<file path="config.mk">
export PLATFORM = sky130hd
export DESIGN_NAME = slink_gpio_rx_align_flat
export DESIGN_NICKNAME = d
export VERILOG_FILES = /design/src/rtl/slink_gpio_pkg.sv /design/src/rtl/slink_gpio_rx_align_if.sv /design/src/rtl/slink_demet_reset.sv /design/src/rtl/slink_gpio_rx_align.sv /design/src/flat_wrapper.sv
export SDC_FILE = /design/constraint.sdc
export NUM_CORES = 1
export LEC_CHECK = 0
export BUFFER_PORTS_ARGS = -buffer_cell sky130_fd_sc_hd__buf_2
export CAP_MARGIN = 20
export CORE_UTILIZATION = 29
export DETAILED_ROUTE_END_ITERATION = 8
export SYNTH_ARGS = -nofsm -noshare
export SYNTH_HDL_FRONTEND = slang
export SYNTH_SLANG_ARGS = --single-unit
</file>
<file path="constraint.sdc">
create_clock -name serial_clk_gated -period 3.4 [get_ports serial_clk_gated]
set_input_delay 0.51 -clock serial_clk_gated [delete_from_list [all_inputs] [get_ports serial_clk_gated]]
set_output_delay 0.51 -clock serial_clk_gated [all_outputs]
set_load 0.1 [all_outputs]
</file>
<file path="src/rtl/slink_gpio_pkg.sv">
// Shared S-Link GPIO definitions: aligner FSM states, default training word and the
// search-timeout limit.
package slink_gpio_pkg;

   typedef enum logic [1:0] {
      IDLE   = 2'd0,
      SEARCH = 2'd1,
      CHECK  = 2'd2,
      LOCKED = 2'd3
   } rx_state_e;

   localparam logic [7:0] SYNC_PATTERN_DEFAULT = 8'hBC;
   localparam logic [7:0] ALIGN_TIMEOUT_LIMIT  = 8'd255;

endpackage : slink_gpio_pkg

</file>
<file path="src/rtl/slink_gpio_rx_align_if.sv">
// Lane-side inputs and aligned-word outputs of the S-Link GPIO RX aligner.
// slave = aligner side, master = the logic that feeds the lane and consumes words.
interface slink_gpio_rx_align_if #(
   parameter int PAR_DATA_WIDTH = 8,
   parameter int IO_DATA_WIDTH  = 1
);
   localparam int OFFSET_W = $clog2(PAR_DATA_WIDTH / IO_DATA_WIDTH);

   logic                      rx_en;
   logic                      align_req;
   logic [IO_DATA_WIDTH-1:0]  rx_ser_data;
   logic [PAR_DATA_WIDTH-1:0] rx_par_data;
   logic                      rx_par_valid;
   logic                      rx_locked;
   logic [OFFSET_W-1:0]       rx_slip_offset;
   logic                      align_err;

   modport slave (
      input  rx_en,
      input  align_req,
      input  rx_ser_data,
      output rx_par_data,
      output rx_par_valid,
      output rx_locked,
      output rx_slip_offset,
      output align_err
   );

   modport master (
      output rx_en,
      output align_req,
      output rx_ser_data,
      input  rx_par_data,
      input  rx_par_valid,
      input  rx_locked,
      input  rx_slip_offset,
      input  align_err
   );

endinterface : slink_gpio_rx_align_if

</file>
<file path="src/rtl/slink_demet_reset.sv">
// Two-flop synchronizer for a single asynchronous level; clears to 0 on the
// asynchronous reset.
module slink_demet_reset (
   input  logic clk,
   input  logic reset,
   input  logic i_sig,
   output logic o_sig
);

   logic r_meta;
   logic r_sync;

   always_ff @(posedge clk or posedge reset) begin
      if (reset) begin
         r_meta <= 1'b0;
         r_sync <= 1'b0;
      end else begin
         r_meta <= i_sig;
         r_sync <= r_meta;
      end
   end

   assign o_sig = r_sync;

endmodule : slink_demet_reset

</file>
<file path="src/rtl/slink_gpio_rx_align.sv">
// S-Link GPIO RX word aligner: slips the boundary one chunk at a time until SYNC_PATTERN repeats
// LOCK_COUNT times, then streams aligned words. Optional macro: SLINK_GPIO_RX_ALIGN_TIMEOUT_EN.
module slink_gpio_rx_align
   import slink_gpio_pkg::*;
#(
   parameter int                        PAR_DATA_WIDTH = 8,
   parameter int                        IO_DATA_WIDTH  = 1,
   parameter logic [PAR_DATA_WIDTH-1:0] SYNC_PATTERN   = PAR_DATA_WIDTH'(SYNC_PATTERN_DEFAULT),
   parameter int                        LOCK_COUNT     = 4
) (
   input  logic                 serial_clk_gated,
   input  logic                 serial_reset,
   slink_gpio_rx_align_if.slave bus
);

   localparam int               DIV_RATIO = PAR_DATA_WIDTH / IO_DATA_WIDTH;
   localparam int               CNT_W     = $clog2(DIV_RATIO);
   localparam int               SR_W      = PAR_DATA_WIDTH - IO_DATA_WIDTH;
   localparam logic [CNT_W-1:0] CNT_LAST  = CNT_W'(DIV_RATIO - 1);
   localparam logic [3:0]       LOCK_CNT  = 4'(LOCK_COUNT);

   logic [1:0]                w_sync_in;
   logic [1:0]                w_sync_out;
   logic                      w_rx_en_s;
   logic                      w_align_req_s;
   logic                      w_req_rise;
   logic                      w_boundary;
   logic                      w_cand_hit;
   logic                      w_lock_now;
   logic [PAR_DATA_WIDTH-1:0] w_sr_next;
   logic [3:0]                w_match_inc;

   rx_state_e                 r_state;
   logic [IO_DATA_WIDTH-1:0]  r_samp;
   logic [SR_W-1:0]           r_sr;
   logic [CNT_W-1:0]          r_cnt;
   logic                      r_slip_hold;
   logic [CNT_W-1:0]          r_slip;
   logic [3:0]                r_match;
   logic                      r_req_d;
   logic [PAR_DATA_WIDTH-1:0] r_par_data;
   logic                      r_par_valid;
   logic                      r_locked;

   assign w_sync_in = {bus.align_req, bus.rx_en};

   generate
      for (genvar gi = 0; gi < 2; gi++) begin : g_demet
         slink_demet_reset u_demet (
            .clk   (serial_clk_gated),
            .reset (serial_reset),
            .i_sig (w_sync_in[gi]),
            .o_sig (w_sync_out[gi])
         );
      end
   endgenerate

   assign w_rx_en_s     = w_sync_out[0];
   assign w_align_req_s = w_sync_out[1];
   assign w_req_rise    = w_align_req_s & ~r_req_d;

   // Lane sampled mid-bit on the falling edge; half a cycle later it is shifted in.
   always_ff @(negedge serial_clk_gated or posedge serial_reset) begin
      if (serial_reset) begin
         r_samp <= '0;
      end else begin
         r_samp <= w_rx_en_s ? bus.rx_ser_data : '0;
      end
   end

   // Only the upper chunks are stored; the oldest chunk leaves through w_sr_next.
   assign w_sr_next   = {r_samp, r_sr};
   assign w_boundary  = (r_cnt == CNT_LAST);
   assign w_cand_hit  = (w_sr_next == SYNC_PATTERN);
   assign w_match_inc = r_match + 4'd1;
   assign w_lock_now  = w_boundary && w_cand_hit && !w_req_rise &&
                        (((r_state == SEARCH) && (LOCK_CNT == 4'd1)) ||
                         ((r_state == CHECK) && (w_match_inc == LOCK_CNT)));

   always_ff @(posedge serial_clk_gated or posedge serial_reset) begin
      if (serial_reset) begin
         r_state     <= IDLE;
         r_sr        <= '0;
         r_cnt       <= '0;
         r_slip_hold <= 1'b0;
         r_slip      <= '0;
         r_match     <= 4'd0;
         r_req_d     <= 1'b0;
         r_par_data  <= '0;
         r_par_valid <= 1'b0;
         r_locked    <= 1'b0;
      end else begin
         r_req_d     <= w_align_req_s;
         r_par_valid <= 1'b0;

         if (!w_rx_en_s || (r_state == IDLE)) begin
            r_state     <= w_rx_en_s ? SEARCH : IDLE;
            r_sr        <= '0;
            r_cnt       <= '0;
            r_slip_hold <= 1'b0;
            r_slip      <= '0;
            r_match     <= 4'd0;
            r_par_data  <= '0;
            r_locked    <= 1'b0;
         end else begin
            r_sr <= w_sr_next[PAR_DATA_WIDTH-1:IO_DATA_WIDTH];

            // A slip parks the counter at 0 for one extra cycle, widening the window by a chunk.
            if (r_slip_hold) begin
               r_slip_hold <= 1'b0;
            end else begin
               r_cnt <= w_boundary ? '0 : r_cnt + CNT_W'(1);
            end

            if (w_req_rise) begin
               r_state  <= SEARCH;
               r_locked <= 1'b0;
               r_match  <= 4'd0;
            end else if (w_lock_now) begin
               r_state     <= LOCKED;
               r_locked    <= 1'b1;
               r_match     <= w_match_inc;
               r_par_data  <= w_sr_next;
               r_par_valid <= 1'b1;
            end else if (w_boundary) begin
               case (r_state)
                  SEARCH: begin
                     if (w_cand_hit) begin
                        r_state <= CHECK;
                        r_match <= 4'd1;
                     end else begin
                        r_slip_hold <= 1'b1;
                        r_slip      <= r_slip + CNT_W'(1);
                     end
                  end
                  CHECK: begin
                     if (w_cand_hit) begin
                        r_match <= w_match_inc;
                     end else begin
                        r_state <= SEARCH;
                        r_match <= 4'd0;
                     end
                  end
                  LOCKED: begin
                     r_par_data  <= w_sr_next;
                     r_par_valid <= 1'b1;
                  end
                  default: begin
                  end
               endcase
            end
         end
      end
   end

`ifdef SLINK_GPIO_RX_ALIGN_TIMEOUT_EN
   logic [7:0] r_tmo_cnt;
   logic       r_align_err;

   // Counts unlocked boundaries; the error flag is sticky until the aligner drops to IDLE.
   always_ff @(posedge serial_clk_gated or posedge serial_reset) begin
      if (serial_reset) begin
         r_tmo_cnt   <= 8'd0;
         r_align_err <= 1'b0;
      end else if (!w_rx_en_s || (r_state == IDLE)) begin
         r_tmo_cnt   <= 8'd0;
         r_align_err <= 1'b0;
      end else if (w_lock_now || (r_state == LOCKED)) begin
         r_tmo_cnt <= 8'd0;
      end else if (w_boundary && !w_req_rise && (r_tmo_cnt != ALIGN_TIMEOUT_LIMIT)) begin
         r_tmo_cnt <= r_tmo_cnt + 8'd1;
         if (r_tmo_cnt == (ALIGN_TIMEOUT_LIMIT - 8'd1)) begin
            r_align_err <= 1'b1;
         end
      end
   end

   assign bus.align_err = r_align_err;
`else
   assign bus.align_err = 1'b0;
`endif

   assign bus.rx_par_data    = r_par_data;
   assign bus.rx_par_valid   = r_par_valid;
   assign bus.rx_locked      = r_locked;
   assign bus.rx_slip_offset = r_slip;

endmodule : slink_gpio_rx_align

</file>
<file path="src/flat_wrapper.sv">
// flat-port wrapper written by rule: the top's interface ports become plain ports
module slink_gpio_rx_align_flat import slink_gpio_pkg::*;
#(
   parameter int                        PAR_DATA_WIDTH = 8,
   parameter int                        IO_DATA_WIDTH  = 1,
   parameter logic [PAR_DATA_WIDTH-1:0] SYNC_PATTERN   = PAR_DATA_WIDTH'(SYNC_PATTERN_DEFAULT),
   parameter int                        LOCK_COUNT     = 4
)
  (serial_clk_gated, serial_reset, bus_rx_en, bus_align_req, bus_rx_ser_data, bus_rx_par_data, bus_rx_par_valid, bus_rx_locked, bus_rx_slip_offset, bus_align_err);
  slink_gpio_rx_align_if #(.PAR_DATA_WIDTH(PAR_DATA_WIDTH), .IO_DATA_WIDTH(IO_DATA_WIDTH)) bus_i ();
  input  logic serial_clk_gated;
  input  logic serial_reset;
  input wire logic [$bits(bus_i.rx_en)-1:0] bus_rx_en;
  input wire logic [$bits(bus_i.align_req)-1:0] bus_align_req;
  input wire logic [$bits(bus_i.rx_ser_data)-1:0] bus_rx_ser_data;
  output wire logic [$bits(bus_i.rx_par_data)-1:0] bus_rx_par_data;
  output wire logic [$bits(bus_i.rx_par_valid)-1:0] bus_rx_par_valid;
  output wire logic [$bits(bus_i.rx_locked)-1:0] bus_rx_locked;
  output wire logic [$bits(bus_i.rx_slip_offset)-1:0] bus_rx_slip_offset;
  output wire logic [$bits(bus_i.align_err)-1:0] bus_align_err;
  assign bus_i.rx_en = bus_rx_en;
  assign bus_i.align_req = bus_align_req;
  assign bus_i.rx_ser_data = bus_rx_ser_data;
  assign bus_rx_par_data = bus_i.rx_par_data;
  assign bus_rx_par_valid = bus_i.rx_par_valid;
  assign bus_rx_locked = bus_i.rx_locked;
  assign bus_rx_slip_offset = bus_i.rx_slip_offset;
  assign bus_align_err = bus_i.align_err;
  slink_gpio_rx_align #(.PAR_DATA_WIDTH(PAR_DATA_WIDTH), .IO_DATA_WIDTH(IO_DATA_WIDTH), .SYNC_PATTERN(SYNC_PATTERN), .LOCK_COUNT(LOCK_COUNT)) u_core (.serial_clk_gated(serial_clk_gated), .serial_reset(serial_reset), .bus(bus_i));
endmodule
</file>
Word-level counts from Yosys, hierarchy flattened
Cells that the tools add are included.

Bits in registers: 36. Input bits: 5. Output and inout bits: 14. Logic and storage cells: 96.

Add/subtract/negate cells: 3. Equal/unequal tests: 12. Muxes and demuxes: 45. Bitwise logic cells: 2. Reductions and logical operators: 19.

Operators by type and width (number): $mux W8 (5); $mux W3 (9); $mux W4 (6); $mux W1 (16); $mux W2 (6); $reduce_bool A3 Y1 (3); $eq A8 B8 Y1 const B (1); $ne A2 B2 Y1 const B (4); $pmux W4 S2 (1); $mux W7 (1); $add A3 B1 Y3 const B (2); $reduce_and A3 Y1 (2); $ne A5 B2 Y1 const B (1); $ne A5 B4 Y1 const B (1); $reduce_and A5 Y1 (1); $reduce_bool A5 Y1 (1); $add A4 B1 Y4 const B (1); $eq A2 B2 Y1 const B (2); $eq A4 B3 Y1 const B (1); $logic_and A1 B1 Y1 (4); $pmux W2 S2 (1); $reduce_and A4 Y1 (1); $reduce_bool A2 Y1 (2); $reduce_bool A4 Y1 (1); 7 further kinds (8).

Depth between registers and ports, before layout
Gate-level depths: netlist of the first run.

Depth in word-level cells: 8. Depth in mapped cells: 8. Mapped depth without buffers: 7.

Modules after synthesis
A second synthesis of the first run with hierarchy kept.

Cell total of the unflattened synthesis: 133. Area total of the unflattened synthesis: 1622.8 um2.

By module, submodules not included: slink_gpio_rx_align (times used 1, cells each 127, area each 1515.2 um2, sequential area each 800.8 um2); slink_demet_reset (times used 2, cells each 3, area each 53.8 um2, sequential area each 50.0 um2).

==> metrics.md, run 1 <==
| Metric | Value |
|---|---|
| Setup crit end kind | flip-flop |
| Req. time, crit path | 3560 ps |
| Number of antenna violations at the first check in global routing | 0 |
| RSZ-0062 raised after global routing | false |
| Die Span Y | 77.10 um |
| I/O Pins | 19 |
| Fin. max-slew vios | 0 |
| Share of layout cells above drive strength 1 | 21.76% |
| Fraction of registers with async set/reset | 100.0% |
| Syn_area_per_cell | 11.12 um2 |
| Starting Density | 31.03% |
| Outcome | finished, final reports clean |
| Vias/cell | 4.354 |
| # DRC | 0 |
| WP data arrival | 3420 ps |
| H-tree levels | 2 |
| Syn nets | 157 |
| Fin nets | 180 |
| Mapped Area | 1635 um2 |
| Main synth FF type | dfrtp_1 |
| Synth cell count leaders | 35 x dfrtp_1, 21 x nand2_1, 13 x inv_1 |
| Routed wire length | 2583 um |
| Final core utilization | 36.23% |
| Rel. slew slack | 54.37% |
| Largest net degree at the start of global routing | 36 |
| Ys Warns | 0 |
| DPL Wire Length | 1881 um |
| Flops & latches, synth | 36 |
| Synth cell types | 42 |
| RD Place Congestion | 0.7705 |
| GRT Resource Usage Total | 9.669% |
| Pwr Density | 493.6 nW/um2 |
| Core Footprint | 5270 um2 |
| Final setup fails | 0 |
| Area delta synth->final | 16.76% |
| Clock Pin Slew Worst Setup and Hold Paths | 70 ps |
| Clock Path Buffers | 2 |
| Row count | 26 |
| Input/output buffers | 17 |
| First-pass iteration count of the detailed router | 4 |
| Total congestion overflow | 0 |
| First-pass GRT wire length | 4616 um |
| Crit Path Max Fanout | 4 |
| TritonCTS clock tree | yes |
| Lkg Pwr | 1.019 nW |
| Die area | 5944 um2 |
| CP Launch Type | flip-flop |
| Synth area leader | dfrtp_1 |
| Worst vdd ir | 0.0002793 V |
| Post-synth top area share | 53.56% |
| Post-synthesis cell count | 147 |
| CP Class | reg2reg |
| Root buf cell | clkbuf_8 |
| Min-delay worst type | in2reg |
| Number of enable flip-flop cells after synthesis | 0 |
| Cts bufs inserted | 5 |
| Register area share after synthesis | 55.09% |
| Final hold viol count | 0 |
| Most common cell in the netlist | dfrtp_1 |
| Worst Max-Slew Pin Slew | 684.4 ps |
| Die width | 77.10 um |
| Hold slack | 338.9 ps |
| Fin Setup TNS | 0 ps |
| Post-DRT Antenna Nets | 0 |
| Vias in the first global route | 1031 |
| Final setup skew | 11.13 ps |
| Worst-skew pair later-pin latency | 280 ps |
| Routed via count | 1045 |
| Hold Buf Count CTS | 0 |
| TritonCTS Sinks | 36 |
| Drt wl/cell | 10.76 um |
| Synth top area cells | dfrtp_1 54%, mux2i_1 6.1%, nand2_1 4.8% |
| DR iter-0 viols | 44 |
| # Max-Cap Violations | 0 |
| Antenna cell count | 0 |
==> per-stage QoR <==
step	std cells	cell area, um2	power, mW	setup WS [ps]
after global routing	240	1909	1.003	38.24
after CTS	240	1902	0.9505	114.6
after detailed placement	233	1805	0.6323	124.5
after global placement	233	1805	0.6336	164.6
after floorplan	147	1635	0.6042	195.2
final	240	1909	0.9424	143.3
==> critical path, stage by stage (launching register included) <==
cell      delay (ps)
dfrtn_1          420
nand4b_2         130
o2111a_1         310
o21ai_4          200
buf_4            150
nor2_1            40
a41o_1           190
==> routing by layer <==
layer / up-vias / track usage, % / wire length, um
met5: - / 0 / 0
met4: 0 / 1.698 / 7
met3: 2 / 3.571 / 119
met2: 24 / 13.75 / 1058
met1: 481 / 14.06 / 1397
li1: 538 / - / -
==> report_power, final <==
part	total (mW)	internal, mW	leakage (nW)	switching, mW
clock	0.313	0.180	0.0503	0.133
combinational	0.148	0.0571	0.482	0.0912
sequential	0.481	0.451	0.487	0.0295
total	0.942	0.688	1.02	0.254
==> final cells by class <==
class / count / area (um2)
fillers: 534 / 3361
clock buffers: 7 / 96.34
repair buffers: 22 / 122.6
inverters: 13 / 48.80
flip-flops and latches: 36 / 900.9
well taps: 70 / 87.58
multi-input cells: 92 / 653.1
==> flip-flops by register name, summed over array words and instances (netlist names) <==
name,count
u_core.bus.rx_locked,1
u_core.bus.rx_par_data,8
u_core.bus.rx_par_valid,1
u_core.bus.rx_slip_offset,3
u_core.g_demet.u_demet.o_sig,2
u_core.g_demet.u_demet.r_meta,2
u_core.r_cnt,3
u_core.r_match,4
u_core.r_req_d,1
u_core.r_samp,1
u_core.r_slip_hold,1
u_core.r_sr,7
u_core.r_state,2
==> worst paths after layout <==
| kind | startpoint | endpoint | slack [ps] | depth (start not counted) |
|---|---|---|---|---|
| setup / recovery | u_core.r_samp$_DFF_NP0_ | u_core.r_state[1]$_DFFE_PP0P_ | 140 | 6 |
| hold / removal | bus_rx_en | u_core.g_demet[0].u_demet.r_meta$_DFF_PP0_ | 340 | 1 |
| setup reg to reg | u_core.r_samp$_DFF_NP0_ | u_core.r_state[1]$_DFFE_PP0P_ | 140 | 6 |
| hold reg to reg | u_core.g_demet[1].u_demet.r_meta$_DFF_PP0_ | u_core.g_demet[1].u_demet.o_sig$_DFF_PP0_ | 350 | 0 |
| max in group asynchronous | serial_reset | u_core.r_samp$_DFF_NP0_ | 1610 | 2 |
| min in group asynchronous | serial_reset | u_core.g_demet[1].u_demet.o_sig$_DFF_PP0_ | 360 | 3 |
==> logic make-up (layout without fill, tap and decap cells) <==
group,Yosys count,after routing,synth area share (%)
other,1,1,0.2293
buffers and inverters,19,42,5.432
xor gates and xnor gates,3,3,1.607
AOI/OAI and AO/OA,21,21,10.10
DFF,36,36,55.09
muxes,11,11,6.810
adders and majority gates,5,5,3.826
and+or+nand+nor,51,51,16.91
==> layout by cell type, fill, tap and decap left out, types with 2 or more instances in the layout <==
master	Yosys	final
mux2i_1	10	10
o21ai_0	5	5
ha_1	5	5
nand2_1	21	21
nand3_1	5	5
buf_2	2	17
a21oi_1	2	2
dfrtp_1	35	35
nand2b_1	2	2
clkbuf_8	0	7
inv_1	13	13
buf_4	2	5
nor2b_1	3	3
xor2_1	2	2
nor2_1	11	11
==> repair_timing <==
action                                  4_1_cts  5_1_grt
setup buffers                                 0        0
resized for setup                             0        1
endpoints found under the setup margin        0        1
No activity file was read; power rests on OpenSTA's default activity.
==> run 2: changes to the inputs <==
SYNTH_HIERARCHICAL = 1   (was not set)
==> run 2 against run 1 <==
First-iteration DRC count up 68%. Die area fell by 0.75%. Hold slack worse by 270 ps. Final cell count decreased by 3.3%. Combinational power decreased by 65%. Critical path type unchanged. Critical endpoint is now u_core/r_match[3]$_DFFE_PP0P_. Highest routed layer unchanged.
==> metrics.md, run 2 <==
| Metric | Value |
|---|---|
| First-pass iteration count of the detailed router | 4 (unchanged) |
| DPL Wire Length | 2115 um (+12%) |
| Min-delay worst type | in2async |
| Syn nets | 143 (-8.9%) |
| Post-DRT Antenna Nets | 0 (unchanged) |
| Input/output buffers | 17 (unchanged) |
| Post-synthesis cell count | 133 (-9.5%) |
| Area delta synth->final | 18.43% |
| Ys Warns | 6 (+6) |
| Vias in the first global route | 1102 (+6.9%) |
| Number of enable flip-flop cells after synthesis | 0 (unchanged) |
| # DRC | 0 (unchanged) |
| Rel. slew slack | 56.70% (+2.3 points) |
| Synth Area in Simple Gates | 17.19% (+0.28 points) |
| Worst Max-Slew Pin Slew | 645.1 ps (-39.30 ps) |
| Fin. max-slew vios | 0 (unchanged) |
| Largest net degree at the start of global routing | 32 (-11%) |
| Synth cell count leaders | 35 x dfrtp_1, 11 x nor2_1, 10 x nand2_1 |
| RD Place Congestion | 0.7881 (+2.3%) |
| Pre-CTS setup slack | -46.66 ps (-171.1 ps) |
| Setup crit end kind | flip-flop |
| Main combinational cell family by area after synthesis | simple AND/OR/NAND/NOR gates |
| CP Class | reg2reg |
| Synth area leader | dfrtp_1 |
| Final hold viol count | 0 (unchanged) |
| Post-synth top area share | 53.97% (+0.41 points) |
| Die area | 5899 um2 (-0.75%) |
| TritonCTS Sinks | 36 (unchanged) |
| Fin nets | 171 (-5.0%) |
| Final Power | 795.4 uW (-16%) |
| Synth Area in Adders | 3.855% (+0.029 points) |
| Post-synthesis compound-gate area fraction | 16.35% (+6.2 points) |
| Req. time, crit path | 3620 ps (+60 ps) |
| CP Launch Type | flip-flop |
| Xor/xnor cell area share of the yosys netlist | 1.619% (+0.012 points) |
| Die width | 76.81 um (-0.38%) |
| Final setup fails | 0 (unchanged) |
| Placed inst area | 1798 um2 (-0.42%) |
| Register area share after synthesis | 55.51% (+0.42 points) |
| Worst-skew pair later-pin latency | 290 ps (about the same) |
| Design area | 1922 um2 (+0.66%) |
| Main synth FF type | dfrtp_1 |
| DR iter-0 viols | 74 (+68%) |
| TritonCTS clock tree | yes |
| Pwr Density | 413.9 nW/um2 (-16%) |
| Final setup skew | 7.742 ps (-3.392 ps) |
| Drt wl/cell | 13.59 um (+26%) |
| Synth cell types | 41 (-2.4%) |
| Flop2flop setup slack | 50 ps (-100 ps) |
| Clock Path Buffers | 2 (unchanged) |
| Worst vdd ir | 0.0002485 V (-11%) |
| Share of layout cells above drive strength 1 | 32.10% (+10 points) |
| Die Span Y | 76.81 um (-0.38%) |
| Most common cell in the netlist | dfrtp_1 |
| Commonest non-fill, non-tap cell in the layout | dfrtp_1 |
| Vias/cell | 4.629 (+6.3%) |
| Cts bufs inserted | 5 (unchanged) |
| Lkg Pwr | 0.9408 nW (-7.7%) |
| I/O Pins | 19 (unchanged) |
| Syn_area_per_cell | 12.20 um2 (+9.7%) |
| # Max-Cap Violations | 0 (unchanged) |
| Number of antenna violations at the first check in global routing | 0 (unchanged) |
| Core Footprint | 5238 um2 (-0.62%) |
| Number of flip-flops in the largest register | 8 (unchanged) |
| Total congestion overflow | 0 (unchanged) |
| Synth top area cells | dfrtp_1 54%, a22o_1 4.3%, ha_1 3.9% |
| Fraction of registers with async set/reset | 100.0% (unchanged) |
| GRT Resource Usage Total | 11.93% (+2.3 points) |
| First-pass GRT wire length | 5444 um (+18%) |
| Root buf cell | clkbuf_8 |
| RSZ-0062 raised after global routing | true |
| Flops & latches, synth | 36 (unchanged) |
| Routed via count | 1074 (+2.8%) |
| Clock Pin Slew Worst Setup and Hold Paths | 70 ps (about the same) |
| Row count | 26 (unchanged) |
| Starting Density | 30.98% (-0.046 points) |
| Most frequent cells in the layout | 35 x dfrtp_1, 17 x buf_2, 11 x nor2_1, 10 x nand2_1 |
| Routed wire length | 3153 um (+22%) |
| Antenna cell count | 0 (unchanged) |
| Mapped Area | 1623 um2 (-0.77%) |
| Hold Buf Count CTS | 0 (unchanged) |
| H-tree levels | 2 (unchanged) |
| WP data arrival | 3570 ps (+150 ps) |
| Outcome | finished, final reports clean |
| Crit Path Max Fanout | 3 (-1) |
| Final setup margin | 45.44 ps (-97.87 ps) |
| Mux contribution to synthesized area | 1.928% (-4.9 points) |
==> run 2: changes by cell type in the layout (fill, tap and decap cells not counted), moves of 5 or more <==
cell	change
nand2_1	-11
inv_1	-8
mux2i_1	-8
a22o_1	+7
and2_1	+7
nand3_1	-5
==> run 2: cells by family (layout without fill, tap and decap cells) <==
family	after synthesis	in the layout
other	1	1
adder cells (fa/ha/maj)	5	5
AO/OA/AOI/OAI	29	30
flip-flops	36	36
buffers and inverters	9	37
multiplexers	3	3
AND/OR/NAND/NOR	47	47
XOR/XNOR	3	3
==> run 2: timing repair <==
action,4_1_cts,5_1_grt
pin swaps,2,2
gates resized for setup,2,1
cloned,1,0
setup buffers,0,2
setup endpoints to repair,8,6
==> run 2: final timing paths <==
path	startpoint	to	cells past startpoint
max in group asynchronous	serial_reset	u_core/r_samp$_DFF_NP0_	2
worst max-delay path	u_core/r_samp$_DFF_NP0_	u_core/r_match[3]$_DFFE_PP0P_	5
worst min-delay path	serial_reset	u_core/g_demet[0].u_demet/o_sig$_DFF_PP0_	2
worst max register to register	u_core/r_samp$_DFF_NP0_	u_core/r_match[3]$_DFFE_PP0P_	5
min in group serial_clk_gated	bus_align_req	u_core/g_demet[1].u_demet/r_meta$_DFF_PP0_	1
worst min register to register	u_core/g_demet[1].u_demet/r_meta$_DFF_PP0_	u_core/g_demet[1].u_demet/o_sig$_DFF_PP0_	0
==> run 2: final cells by class <==
class,count,area (um2)
Clock buffer,5,68.82
Multi-Input combinational cell,89,689.4
Timing Repair Buffer,24,137.6
Clock inverter,3,18.77
Inverter,5,18.77
Sequential cell,36,900.9
Fill cell,528,3316
Tap cell,70,87.58
==> run 2: report_power, final <==
group	internal, mW	switching [mW]
logic	0.0174	0.0346
clock network	0.143	0.155
registers	0.436	0.00966
total	0.596	0.199
==> run 2: critical path, cell delays in order, from the launching register on <==
cell and delay, ps:
dfrtn_1 410, and4bb_2 270, and2_4 170, a211oi_4 60, or4_4 530, o21ai_2 130
==> run 2: layer usage <==
metal,track usage [%],vias to the layer above,part of all wire [%]
li1,-,517,-
met1,16.06,525,50
met2,18.39,29,45
met3,3.571,3,4.9
met4,3.462,0,0.57
met5,0,-,0
==> run 2: metrics by stage <==
stage	std cells	util (%)	hold WS (ps)	setup TNS (ps)
final	232	36.69	73.52	0
after floorplan	133	-	251.2	0
after global placement	221	34.33	334.0	-53.14
after global routing	232	36.69	69.28	-14.63
after CTS	230	36.38	66.95	0
after detailed placement	221	34.33	334.7	-326.4
